File: config.mk
export PLATFORM = sky130hd
export DESIGN_NAME = history_snapshot_reader_flat
export DESIGN_NICKNAME = d
export VERILOG_FILES = /design/src/rtl/history_snapshot_reader_if.sv /design/src/rtl/history_snapshot_reader.sv /design/src/flat_wrapper.sv
export SDC_FILE = /design/constraint.sdc
export NUM_CORES = 1
export LEC_CHECK = 0
export ABC_AREA = 1
export CORE_UTILIZATION = 45
export DETAILED_ROUTE_END_ITERATION = 10
export GPL_TIMING_DRIVEN = 1
export PLACE_DENSITY = 0.7
export SLEW_MARGIN = 30
export SYNTH_ARGS = -nofsm -noshare
export SYNTH_HDL_FRONTEND = slang
export SYNTH_SLANG_ARGS = --single-unit
File: constraint.sdc
create_clock -name clk_in -period 4.1 [get_ports clk_in]
set_clock_uncertainty 0.05 [all_clocks]
set_input_delay 0.82 -clock clk_in [delete_from_list [all_inputs] [get_ports clk_in]]
set_output_delay 0.82 -clock clk_in [all_outputs]
set_load 0.05 [all_outputs]
File: src/rtl/history_snapshot_reader_if.sv
// Streaming port of the history snapshot reader.
// The master drives one history entry per beat (m_data), the slot it came
// from (m_idx) and an end-of-snapshot marker (m_last), qualified by m_valid.
// The slave accepts a beat with m_ready.
//   m_data   master->slave  DATA_W  streamed history entry
//   m_idx    master->slave  2       slot index of m_data (0 = newest)
//   m_last   master->slave  1       final beat of the snapshot
//   m_valid  master->slave  1       beat valid
//   m_ready  slave->master  1       consumer ready
interface history_snapshot_reader_if #(
  parameter int DATA_W = 8
) ();
  logic [DATA_W-1:0] m_data;
  logic [1:0]        m_idx;
  logic              m_last;
  logic              m_valid;
  logic              m_ready;

  modport master (
    output m_data,
    output m_idx,
    output m_last,
    output m_valid,
    input  m_ready
  );

  modport slave (
    input  m_data,
    input  m_idx,
    input  m_last,
    input  m_valid,
    output m_ready
  );
endinterface

File: src/rtl/history_snapshot_reader.sv
// Reader end of a 4-entry unique-value history (slot 0 = newest).
// A request taken in IDLE freezes the four slots and their valid flags, then
// the valid entries are streamed one per beat over the master port, skipping
// invalid slots. ORDER=0 emits slot 0..3, ORDER=1 emits slot 3..0.
// Ports:
//   clk_in          clock, rising edge
//   reset_in        asynchronous active-high reset
//   in_0..in_3      history slot data
//   in_valid_0..3   history slot valid flags
//   rd_req_in       read request, only looked at in IDLE
//   busy_out        high while a snapshot is being streamed
//   empty_out       one-cycle pulse: request taken with no valid slot
//   m               streaming master port (data/idx/last/valid, ready)
// Every output comes straight from a register.
module history_snapshot_reader #(
  parameter int DATA_W = 8,
  parameter int ORDER  = 0
) (
  input  logic              clk_in,
  input  logic              reset_in,
  input  logic [DATA_W-1:0] in_0,
  input  logic [DATA_W-1:0] in_1,
  input  logic [DATA_W-1:0] in_2,
  input  logic [DATA_W-1:0] in_3,
  input  logic              in_valid_0,
  input  logic              in_valid_1,
  input  logic              in_valid_2,
  input  logic              in_valid_3,
  input  logic              rd_req_in,
  output logic              busy_out,
  output logic              empty_out,
  history_snapshot_reader_if.master m
);

  typedef enum logic {IDLE, SEND} state_t;

  state_t            state_q, state_d;
  logic [DATA_W-1:0] snap_q [4];
  logic [DATA_W-1:0] snap_d [4];
  // Valid slots of the snapshot that are still to be emitted after the
  // beat currently presented.
  logic [3:0]        pend_q, pend_d;
  logic [DATA_W-1:0] data_q, data_d;
  logic [1:0]        idx_q, idx_d;
  logic              last_q, last_d;
  logic              valid_q, valid_d;
  logic              busy_q, busy_d;
  logic              empty_q, empty_d;

  logic [DATA_W-1:0] in_arr [4];
  logic [3:0]        vin;

  assign in_arr[0] = in_0;
  assign in_arr[1] = in_1;
  assign in_arr[2] = in_2;
  assign in_arr[3] = in_3;
  assign vin       = {in_valid_3, in_valid_2, in_valid_1, in_valid_0};

  // First set slot of mask in emit order: lowest index for ORDER=0,
  // highest index for ORDER=1.
  function automatic logic [1:0] pick(input logic [3:0] mask);
    logic [1:0] r;
    r = 2'd0;
    if (ORDER == 0) begin
      for (int i = 3; i >= 0; i--)
        if (mask[i]) r = 2'(i);
    end else begin
      for (int i = 0; i < 4; i++)
        if (mask[i]) r = 2'(i);
    end
    return r;
  endfunction

  function automatic logic [3:0] onehot(input logic [1:0] idx);
    return 4'b0001 << idx;
  endfunction

  always_comb begin
    state_d = state_q;
    snap_d  = snap_q;
    pend_d  = pend_q;
    data_d  = data_q;
    idx_d   = idx_q;
    last_d  = last_q;
    valid_d = valid_q;
    busy_d  = busy_q;
    empty_d = 1'b0;

    unique case (state_q)
      IDLE: begin
        if (rd_req_in) begin
          snap_d = in_arr;
          if (|vin) begin
            // First beat is built from the live inputs so it can be
            // presented on the cycle right after the request.
            state_d = SEND;
            idx_d   = pick(vin);
            data_d  = in_arr[idx_d];
            pend_d  = vin & ~onehot(idx_d);
            last_d  = (pend_d == 4'd0);
            valid_d = 1'b1;
            busy_d  = 1'b1;
          end else begin
            pend_d  = 4'd0;
            empty_d = 1'b1;
          end
        end
      end
      SEND: begin
        if (valid_q && m.m_ready) begin
          if (last_q) begin
            state_d = IDLE;
            valid_d = 1'b0;
            busy_d  = 1'b0;
            last_d  = 1'b0;
          end else begin
            idx_d  = pick(pend_q);
            data_d = snap_q[idx_d];
            pend_d = pend_q & ~onehot(idx_d);
            last_d = (pend_d == 4'd0);
          end
        end
      end
      default: state_d = IDLE;
    endcase
  end

  always_ff @(posedge clk_in or posedge reset_in) begin
    if (reset_in) begin
      state_q <= IDLE;
      for (int i = 0; i < 4; i++) snap_q[i] <= '0;
      pend_q  <= 4'd0;
      data_q  <= '0;
      idx_q   <= 2'd0;
      last_q  <= 1'b0;
      valid_q <= 1'b0;
      busy_q  <= 1'b0;
      empty_q <= 1'b0;
    end else begin
      state_q <= state_d;
      snap_q  <= snap_d;
      pend_q  <= pend_d;
      data_q  <= data_d;
      idx_q   <= idx_d;
      last_q  <= last_d;
      valid_q <= valid_d;
      busy_q  <= busy_d;
      empty_q <= empty_d;
    end
  end

  assign m.m_data  = data_q;
  assign m.m_idx   = idx_q;
  assign m.m_last  = last_q;
  assign m.m_valid = valid_q;
  assign busy_out  = busy_q;
  assign empty_out = empty_q;

endmodule

File: src/flat_wrapper.sv
// flat-port wrapper written by rule: the top's interface ports become plain ports
module history_snapshot_reader_flat 
#(
  parameter int DATA_W = 8,
  parameter int ORDER  = 0
)
  (clk_in, reset_in, in_0, in_1, in_2, in_3, in_valid_0, in_valid_1, in_valid_2, in_valid_3, rd_req_in, busy_out, empty_out, m_m_data, m_m_idx, m_m_last, m_m_valid, m_m_ready);
  history_snapshot_reader_if #(.DATA_W(DATA_W)) m_i ();
  input  logic clk_in;
  input  logic reset_in;
  input  logic [DATA_W-1:0] in_0;
  input  logic [DATA_W-1:0] in_1;
  input  logic [DATA_W-1:0] in_2;
  input  logic [DATA_W-1:0] in_3;
  input  logic in_valid_0;
  input  logic in_valid_1;
  input  logic in_valid_2;
  input  logic in_valid_3;
  input  logic rd_req_in;
  output logic busy_out;
  output logic empty_out;
  output wire logic [$bits(m_i.m_data)-1:0] m_m_data;
  output wire logic [$bits(m_i.m_idx)-1:0] m_m_idx;
  output wire logic [$bits(m_i.m_last)-1:0] m_m_last;
  output wire logic [$bits(m_i.m_valid)-1:0] m_m_valid;
  input wire logic [$bits(m_i.m_ready)-1:0] m_m_ready;
  assign m_m_data = m_i.m_data;
  assign m_m_idx = m_i.m_idx;
  assign m_m_last = m_i.m_last;
  assign m_m_valid = m_i.m_valid;
  assign m_i.m_ready = m_m_ready;
  history_snapshot_reader #(.DATA_W(DATA_W), .ORDER(ORDER)) u_core (.clk_in(clk_in), .reset_in(reset_in), .in_0(in_0), .in_1(in_1), .in_2(in_2), .in_3(in_3), .in_valid_0(in_valid_0), .in_valid_1(in_valid_1), .in_valid_2(in_valid_2), .in_valid_3(in_valid_3), .rd_req_in(rd_req_in), .busy_out(busy_out), .empty_out(empty_out), .m(m_i));
endmodule
==> results of run 1 <==
## sequential cells by signal (all words and copies together) (netlist names)
| name | count |
|---|---|
| u_core.state_q | 1 |
| u_core.pend_q | 4 |
| u_core.snap_q | 32 |
| u_core.m.m_valid | 1 |
| u_core.m.m_idx | 2 |
| u_core.empty_out | 1 |
| u_core.m.m_last | 1 |
| u_core.m.m_data | 8 |
## worst reg2reg max path, cell delays in order (launching register included)
cell and delay (ps):
dfrtp_1 810, nand4_1 310, nand2_4 240, inv_1 180, nand2_1 100, nand2_1 60
## synth_stat cells (4+ instances only)
master | count | area, um^2
buf_6 | 7 | 78.83
nand2_1 | 112 | 420.4
nand3_1 | 53 | 265.3
inv_2 | 4 | 15.01
o21ai_0 | 40 | 200.2
inv_1 | 59 | 221.5
nor2_1 | 39 | 146.4
nand2_4 | 7 | 78.83
buf_4 | 5 | 37.54
dfrtp_1 | 50 | 1251
nand2_2 | 4 | 25.02
## final timing paths
check	end	from	slack (ps)	depth (start not counted)
setup reg to reg	u_core.m.m_data[7]	u_core.state_q	2250	5
setup / recovery	m_m_data[3]	u_core.m.m_data[3]	1660	1
hold / removal	u_core.snap_q[9]	u_core.snap_q[9]	430	2
hold reg to reg	u_core.snap_q[9]	u_core.snap_q[9]	430	2
min in group asynchronous	u_core.snap_q[7]	reset_in	890	2
max in group asynchronous	u_core.snap_q[31]	reset_in	2660	2
## power groups by stage
stage	clock network, W	logic (W)	registers, W
5_1_grt	0.000381	0.00145	0.000900
6_report	0.000353	0.00130	0.000877
3_3_place_gp	0	0.00128	0.000878
2_1_floorplan	0	0.000812	0.00101
4_1_cts	0.000359	0.00130	0.000873
3_5_place_dp	0	0.00130	0.000878
## per-layer routing
layer | vias to the layer above | global-route usage, % | part of all wire [%]
met3 | 9 | 3.877 | 5.0
met4 | 0 | 6.113 | 1.4
met2 | 95 | 35.47 | 45
li1 | 1346 | - | -
met1 | 1253 | 34.93 | 49
met5 | - | 0 | 0
## layout make-up
type / count / share of cell area, %
multi-input combinational: 274 / 36.97
sequential: 50 / 35.17
timing repair buffer: 54 / 15.12
inverter: 64 / 6.964
tap: 77 / 2.708
clock buffer: 5 / 1.935
clock inverter: 3 / 1.126
## through the flow
| step | util, % | total power, W | hold slack [ps] |
|---|---|---|---|
| after floorplan | - | 0.001826 | 392.5 |
| after global placement | 54.58 | 0.002153 | 411.8 |
| after detailed placement | 54.62 | 0.002175 | 413.4 |
| after CTS | 56.34 | 0.002534 | 436.2 |
| after global routing | 56.34 | 0.002730 | 467.2 |
| final | 56.34 | 0.002532 | 432.6 |
## cell families (layout without fill, tap and decap cells)
| family | Yosys count | in the layout | share of synthesized area (%) |
|---|---|---|---|
| buffers and inverters | 79 | 126 | 12.76 |
| and+or+nand+nor | 225 | 225 | 35.39 |
| DFF | 50 | 50 | 42.54 |
| AOI/OAI and AO/OA | 49 | 49 | 9.315 |
==> metrics list, run 1 <==
- After layout, the minimum clock period comes to approximately 2400 ps.
* Post-synth cell types: 25
- Detailed placement ended at an HPWL of approximately 5600 um.
- Critical path capture point type: primary output
- Max-cap violations in this run came to 0.
- Most frequent cells in the layout: nand2_1, inv_1, nand3_1, clkdlybuf4s50_1, dfrtp_1
* Number of I/O port buffers: 53
- Clk buf depth: 2
- Setup violations remaining at the end of the flow were counted as 0.
* Remaining antenna violation count after routing: 0
* Outcome: finished, final reports clean
- In the routed layout, each cell is associated on average with a via count of 5.129.
* Synth Register Bits: 50
* Post-route fraction of the period consumed by the critical path: 59.48%
- Layout cell share with drive strength beyond 1: 7.778%
- In the final layout, flip-flops and latches occupy 0.001251 mm^2.
* Count of hold buffers inserted by post-cts repair: 0
- Clock slew seen by the registers of the worst setup and hold paths: 100 ps
* Most common library cell in the layout ignoring fill and taps: nand2_1
* H-tree depth: 2
- IR analysis of the VDD net gives a maximum drop of ~0.42 mV.
- Sequential elements use roughly 43% of the synthesized area.
* Overall track demand over capacity in global routing: 23.45%
- Number of DRC violations after detailed-routing iteration 0: 284
- Number of hold-slack violations in the final timing report: 0
* Clock latency reported for the late side of the worst-skew pair: 300 ps
* Number of resized instances in the post-cts repair step: 0
* Transition at the pin with the smallest max-transition slack: 716.4 ps
- Vias in the first global route: 2497
- Diode insertion count for antenna repair: 0
- Slowest cell on crit path: clkdlybuf4s50_1
* Logic pwr share: 51.4%
* Total number of placement rows: 29
* Net switching power of the design: roughly 0.0012 W
- 54 I/O pins were placed.
- At the end of the flow, the number of nets in the layout was 489.
- Cell area after synthesis: 0.002942 mm^2
- Worst slack at placement: between 1000 and 1500 ps
* Area of the core: 0.006314 mm^2
* Final GP Congestion: 0.8931
- Setup repair after global routing missed its margin: no
* Per-cell routed wire length: 14.56 um
* Post-route cell area: around 0.0036 mm^2
- Number of instances in the placed design: 519
* Sequential fraction of design power: 34.6%
- Number of buffers inserted by post-CTS setup repair: 0
- The most used flip-flop cell after synthesis is dfrtp_1.
* Fill count: 620
* CP delay by family, top: buffers and inverters
- Part of the total power dissipated in the clock network: 13.9%
- Counting every instance in the synthesized netlist gives between 400 and 500.
- Die boundary height: roughly 83 um
* Max FO, Critical Path: 2
* Sinks on Clock Net: 50
* Switching share of power: between 40% and 50%
* Net count after synthesis: 443
- Global-route wire length before repair: 12720 um
- The number of buffers and inverters on the critical path is 1.
* Post-layout worst setup margin: roughly 1700 ps
- Static leakage: 1.780 nW
* Number of warning messages in the yosys log: 0
- Critical Path, Cell by Cell: clkdlybuf4s50_1
- Category of the worst setup path launch point: flop
- After detailed routing, the number of remaining DRC violations is 0.
- Max-slew violations: 0
* Root Buffer Master: clkbuf_8
- The floorplan step defined a die boundary enclosing 0.006864 mm^2.
- Class of the worst hold path: flop to flop
- Number of enable flip-flop cells after synthesis: 0
- In this run the horizontal extent of the chip is 82.85 um.
* Setup tns final: 0 ps
- Buffers inserted during clock tree synthesis total 5.
* Initial core utilization: 46.59%
- Routed wire length: 7671 um
- Area of combinational cells with multiple inputs: between 0.001 and 0.0015 mm^2
* Cell area reported after detailed placement: roughly 0.0034 mm^2
- Data arrives at the worst endpoint at 1570 ps.
- Averaged over all synthesized cells, the footprint is roughly 7.3 um^2.
- Design internal power: approximately 0.0013 W
* Count of non-filler cells in the finished layout: 527
- For this run the aggregate overflow at the end of global routing stands at 0.
- For this run, the slowest stage of the critical path takes 840 ps.
- CP Data Required Time: 3230 ps
- Static timing analysis puts the maximum clock frequency at 410.1 MHz.
- Clock tree from TritonCTS: yes
- Initial antenna violation count: 0
- The detailed router placed 2703 vias in this run.
- Largest net degree at the start of global routing: 51
- For this run, asynchronously set or reset flops after synthesis account for 100.0%.
- Relative slew slack: 52.24%
- The first TritonRoute pass finished after 5 iterations.
* CP Class: flop to primary output
- Syn-to-layout area delta: 20.93%
- Power density of the placed cells: roughly 710 mW/mm^2
No activity file was read; power rests on OpenSTA's default activity.
==> run 2: changes to the inputs <==
--- a/config.mk
+++ b/config.mk
@@ -9,7 +9,7 @@
 export CORE_UTILIZATION = 45
 export DETAILED_ROUTE_END_ITERATION = 10
 export GPL_TIMING_DRIVEN = 1
-export PLACE_DENSITY = 0.7
+export PLACE_DENSITY = 0.73
 export SLEW_MARGIN = 30
 export SYNTH_ARGS = -nofsm -noshare
 export SYNTH_HDL_FRONTEND = slang
==> constraint.sdc (replaced) <==
create_clock -name clk_in -period 2.1 [get_ports clk_in]
set_clock_uncertainty 0.05 [all_clocks]
set_input_delay 0.42 -clock clk_in [delete_from_list [all_inputs] [get_ports clk_in]]
set_output_delay 0.42 -clock clk_in [all_outputs]
set_load 0.05 [all_outputs]
==> run 2 against run 1 <==
Effect of this change: global-route usage down 0.46 points; largest cell class unchanged; setup slack worse by 1600 ps; power up 97%; critical endpoint is now busy_out; first-iteration DRC count down 6.7%.
==> metrics list, run 2 (synthesis gave the netlist of run 1 again) <==
- H-tree depth: 2
- The initial utilization of the core area, before any placement, comes to 46.59%.
- The critical path is of the flop to primary output type.
- Part of the total power dissipated in the clock network: 14.3%
* Max Clk Rate: 495.4 MHz
* Via density per instance: 5.131
- Number of buffer and inverter stages on the critical path: 1
- The run finished with clean final reports.
- For this design the total switching power over the nets is around 0.0023 W.
- The initialized floorplan defines 29 standard-cell rows.
- Of all nets on the critical path, the largest fanout is 5.
- between 50 and 60 I/O pins were placed.
- Number of max-cap violations: 0
* CP Data Required Time: 1630 ps
* Syn-to-layout area delta: 23.61%
- The register with the most flip-flops in the layout has 32 of them.
- Clock tree synthesis inserted a total of 5 buffers.
* Min Clock Period, post-route: 2018 ps
* Clk buf depth: 2
- The path class of the tightest hold or removal check is input pin to asynchronous set/reset pin.
- Die outline area: 0.006864 mm^2
* Transition at the pin with the smallest max-transition slack: between 500 and 600 ps
- After detailed routing, the total wire length is around 7600 um.
* Worst-case register-to-register setup slack: a little under 600 ps
- Entering global routing, the biggest net connects 51 pins.
* Final GP Congestion: just over 0.9
- Register with the most flip-flops: u_core.snap_q
- The core region is 0.006314 mm^2.
- Logic pwr share: 52.3%
- The count of final hold-check violations is 0.
- TritonCTS built the clock tree.
* Category of the worst setup path launch point: flop
- The first detailed-routing pass took 4 iterations.
- Clock tree synthesis found a total of 50 sinks.
- Root Buffer Master: clkbuf_8
- Data arrival time at the worst-slack endpoint: between 1500 and 2000 ps
- Number of DRC violations after detailed-routing iteration 0: 265
- Global-route wire length before repair: 12630 um
- After detailed routing, the average wire length per cell comes to 14.21 um.
* Post-route fraction of the period consumed by the critical path: 96.11%
- Critical Path, Cell by Cell: clkdlybuf4s50_1
- For this run, the total global-route usage over all layers was measured as 22.99%.
- 0 antenna diodes ended up in the layout.
* Design internal power: 0.002676 W
- Post-CTS repair changed the size of 0 cells.
* Setup repair after global routing missed its margin: no
- Detailed-route DRC error count: 0
- Critical path capture point type: primary output
- Most frequent cells in the layout: nand2_1, inv_1, nand3_1, clkdlybuf4s50_1, dfrtp_1
- Count of hold buffers inserted by post-cts repair: 0
* Switching share of power: about 46%
- Longest individual stage delay on the worst path: just over 800 ps
- Fill cells in the final layout number about 600.
- Die width: 82.85 um
* Most common library cell in the layout ignoring fill and taps: nand2_1
- Number of buffers inserted by post-CTS setup repair: 0
- Clock latency reported for the late side of the worst-skew pair: approximately 300 ps
- Headroom to the max-slew limit came out at between 60% and 70%.
- The final route contains about 2700 vias.
- Static leakage: between 1.5 and 2 nW
* Layout cell share with drive strength beyond 1: 8.991%
- Vias in the first global route: roughly 2600
- Once detailed placement completed, the half-perimeter wirelength came to 5421 um.
- Adding up every negative setup slack in the final design gives 0 ps.
- Die boundary height: 82.85 um
* Remaining antenna violation count after routing: 0
- Clock slew seen by the registers of the worst setup and hold paths: 100 ps
- Total power for the finished layout comes to 0.004984 W.
- Setup violations remaining at the end of the flow were counted as 0.
- Among cell families on the critical path, the largest total delay comes from buffers and inverters.
- Slowest cell on crit path: clkdlybuf4s50_1
* Sequential fraction of design power: 33.3%
* Leftover overflow at the end of global routing: 0
- Nets@finish: 496
- The total count of max-transition violations in the final report was 0.
- During placement, the flow inserted port buffers numbering 53.
- Initial antenna violation count: 0
- Across the VDD grid, the largest voltage drop is 0.8609 mV.
- Power density of the placed cells: 1371 mW/mm^2
run 2: changes by cell type in the layout (fill, tap and decap cells not counted):
cell,change
inv_2,+1
buf_12,+2
inv_4,-1
buf_4,+5
clkbuf_8,+1
clkinv_2,-2
run 2: final timing paths:
kind / from / to / depth (start not counted)
min in group clk_in: u_core.snap_q[9] / u_core.snap_q[9] / 2
min reg2reg: u_core.snap_q[9] / u_core.snap_q[9] / 2
max reg2reg: u_core.pend_q[2] / u_core.m.m_data[0] / 9
max in group asynchronous: reset_in / u_core.pend_q[1] / 3
max: u_core.m.m_valid / busy_out / 1
min: reset_in / u_core.snap_q[3] / 3
run 2: power by group through the flow:
stage               clock [W]  sequential, W  combinational [W]
floorplan                   0        0.00198            0.00159
global placement            0        0.00166            0.00255
detailed placement          0        0.00168            0.00260
CTS                  0.000719        0.00166            0.00261
global route         0.000752        0.00171            0.00288
finish               0.000713        0.00166            0.00261
run 2: per-stage QoR:
stage                     instances  hold WS (ps)  worst slack (ps)  utilization [%]  instance area, um^2
after floorplan                 403         392.5             428.8                -                 2942
after global placement          526         404.0             156.9            55.81                 3523
after detailed placement        526         411.6             103.8            55.81                 3523
after CTS                       533         429.6             59.80            57.59                 3636
after global routing            533         454.0             33.24            57.59                 3636
final                           533         411.4             81.59            57.59                 3636
run 2: layer usage:
| metal | GRT usage [%] | wire length [um] | vias up |
|---|---|---|---|
| met5 | 0 | 0 | - |
| met4 | 7.367 | 157 | 0 |
| met3 | 3.181 | 438 | 13 |
| met2 | 37.26 | 3579 | 89 |
| met1 | 31.87 | 3401 | 1272 |
| li1 | - | - | 1361 |
run 2: final cells by class:
type,count,area [um^2],share of cell area (%)
tap,77,96.34,2.650
timing repair buffer,61,615.6,16.93
sequential,50,1251,34.41
clock buffer,6,82.58,2.271
multi-input combinational,274,1315,36.17
clock inverter,1,30.03,0.8259
inverter,64,245.2,6.745
==> run 3: changes to the inputs <==
--- a/config.mk
+++ b/config.mk
@@ -10,6 +10,7 @@
 export DETAILED_ROUTE_END_ITERATION = 10
 export GPL_TIMING_DRIVEN = 1
 export PLACE_DENSITY = 0.73
+export SETUP_SLACK_MARGIN = 0.2
 export SLEW_MARGIN = 30
 export SYNTH_ARGS = -nofsm -noshare
 export SYNTH_HDL_FRONTEND = slang
==> run 3 against run 2 <==
Effect of this change: power fell by 1.8%; cell area down 0.48%; worst hold slack worse by 2.1 ps; highest routed layer unchanged; fmax up 16%; setup slack better by 280 ps; register-to-register slack about the same; flip-flop and latch count did not move; critical path depth did not move; routed wire length down 0.22%; die area unchanged.
==> metrics list, run 3 (synthesis gave the netlist of run 1 again) <==
- Outcome: finished, final reports clean
- Dividing the final minimum period by the clock period gives 82.67%.
- Worst R2R Start: u_core.pend_q[2]
- The total count of max-transition violations in the final report is 0.
- The worst path in the final design needs a cycle of 1736 ps, including I/O delays and setup.
- Summed over all nets, the switching power comes to 0.002306 W.
* Nets@finish: 496
- The H-tree generated during clock tree synthesis spans 2 levels.
- Number of flip-flops in the largest register: 32
- Root Buffer Master: clkbuf_8
- The path class of the tightest hold or removal check is input pin to asynchronous set/reset pin.
- VDD sags by at most just over 0.8 mV.
- Number of I/O pins: 54
- At the pin with the least slew margin, the transition time is 496.9 ps.
* Reg-to-reg critical path endpoint: u_core.m.m_data[0]
- First-pass DRT Iterations: 4
- The count of nets left with antenna violations once routing finished came out at 0.
* Number of buffers inserted by post-CTS setup repair: 0
- Number of I/O port buffers: 53
- Switching share of power: 47.11%
* Final HPWL DP: 5421 um
* Slowest cell on crit path: dlygate4sd2_1
* Fill count: 600
- Initial antenna violation count: 0
- Setup tns final: 0 ps
- Broken down by cell family, the worst path's largest delay share belongs to buffers and inverters.
* Category of the worst setup path launch point: flop
- Setup violations remaining at the end of the flow were counted as 0.
* Die boundary height: 82.85 um
* Clock slew seen by the registers of the worst setup and hold paths: 100 ps
- Across the run, the number of max-cap violations was 0.
- Clock latency reported for the late side of the worst-skew pair: 310 ps
* Worst hold slack across all endpoints: 409.2 ps
- In the final layout, flip-flops and latches occupy between 0.001 and 0.0015 mm^2.
- In this design, the stage delay of the slowest critical-path cell is 550 ps.
- Static leakage: about 1.9 nW
- In the final layout, the multi-input gates occupy between 0.001 and 0.0015 mm^2.
- The number of global-route vias before repair was between 2000 and 3000.
- Summed over all layers, the global routing overflow is 0.
- Area of the core: between 0.006 and 0.007 mm^2
- Combinational cells account for between 50 and 60% of the total power.
* Max FO, Critical Path: 5
* Final GP Congestion: 0.9099
- Tracing the worst setup path back leads to its startpoint at u_core.m.m_valid.
- In this run the power density over the cells is 1353 mW/mm^2.
- Register with the most flip-flops: u_core.snap_q
- In the routed layout, each cell is associated on average with a via count of 5.178.
- The floorplan step defined a die boundary enclosing 0.006864 mm^2.
- Diode insertion count for antenna repair: 0
- Worst r2r path cells: 9
- Number of buffer and inverter stages on the critical path: 1
- The routed design has approximately 7600 um of wire.
* Sequential fraction of design power: 33.8%
- Data arrival time at the worst-slack endpoint: roughly 1300 ps
- CP Class: flop to primary output
* Clock tree from TritonCTS: yes
- Total design power: 0.004894 W
* Most frequent cells in the layout: nand2_1, inv_1, nand3_1, dfrtp_1, o21ai_0
* Critical path capture point type: primary output
- Setup repair after global routing left no endpoint under its margin.
- Per-cell routed wire length: 14.18 um
- Final core area utilization: between 50% and 60%
- The floorplan has 29 rows.
- Headroom to the max-slew limit came out at ~67%.
* Overall track demand over capacity in global routing: 22.94%
- Initial core utilization: 46.59%
- Number of hold-slack violations in the final timing report: 0
- Num CTS Buffers: 5
* Max Clk Rate: 576.0 MHz
* Syn-to-layout area delta: 23.01%
- Of the total power, the clock network draws 14.7%.
- Largest net degree at the start of global routing: 51
- Data on the critical path is required at its endpoint by 1630 ps.
- Clk buf depth: 2
* Most common library cell in the layout ignoring fill and taps: nand2_1
* Worst-case register-to-register setup slack: 590 ps
- The first global-routing pass estimated 12610 um of wire.
* Design internal power: 0.002589 W
- The signal on the critical path passes through dlygate4sd2_1.
- Die width: 82.85 um
- Detailed routing inserted a total of between 2000 and 3000 vias.
- Sinks on Clock Net: 50
- Detailed-route DRC error count: 0
- Cells with a size suffix above 1 make up 8.991% of the layout.
* Number of DRC violations after detailed-routing iteration 0: 231
run 3: changes by cell type in the layout (fill, tap and decap cells not counted):
| cell | previous run | this run |
|---|---|---|
| clkdlybuf4s50_1 | 53 | 39 |
| dlygate4sd2_1 | 0 | 14 |
run 3: worst max path at each step:
stage | slack [ps] | depth (start not counted) | to
after floorplan | 430 | 1 | u_core.empty_out
after global placement | 160 | 10 | u_core.m.m_data[7]
after detailed placement | 100 | 10 | u_core.m.m_data[7]
after CTS | 350 | 1 | busy_out
after global routing | 320 | 1 | busy_out
final | 360 | 1 | busy_out
run 3: what timing repair did:
action / CTS / global route
setup endpoints to repair: 14 / 0
gates resized for setup: 14 / 0
hold buffers: 0 / 0
run 3: final cells by class:
class	instances	area share [%]
tap	77	2.663
inverter	64	6.777
clock buffer	6	2.282
multi-input combinational	274	36.34
timing repair buffer	61	16.53
clock inverter	1	0.8299
sequential	50	34.58
run 3: metrics by stage:
step / worst slack, ps / area, um^2 / std cells
floorplan: 428.8 / 2942 / 403
global placement: 156.9 / 3523 / 526
detailed placement: 103.8 / 3523 / 526
CTS: 347.3 / 3618 / 533
global route: 322.3 / 3618 / 533
finish: 364.0 / 3618 / 533
run 3: power by group through the flow:
stage	sequential, W	combinational (W)	clock, W
after global placement	0.00166	0.00255	0
after global routing	0.00171	0.00279	0.000752
final	0.00166	0.00252	0.000717
after floorplan	0.00198	0.00159	0
after detailed placement	0.00168	0.00260	0
after CTS	0.00165	0.00252	0.000719
run 3: per-layer routing:
metal | track usage, % | up-vias | wire length, um | share of wire, %
met5 | 0 | - | 0 | 0
met4 | 7.367 | 0 | 159 | 2.1
met3 | 3.181 | 15 | 495 | 6.5
met2 | 37.26 | 103 | 3557 | 47
met1 | 31.74 | 1283 | 3346 | 44
li1 | - | 1359 | - | -
run 3: tightest hold or removal path: stages:
cell and delay (ps):
clkdlybuf4s50_1 410, inv_2 70, buf_12 260
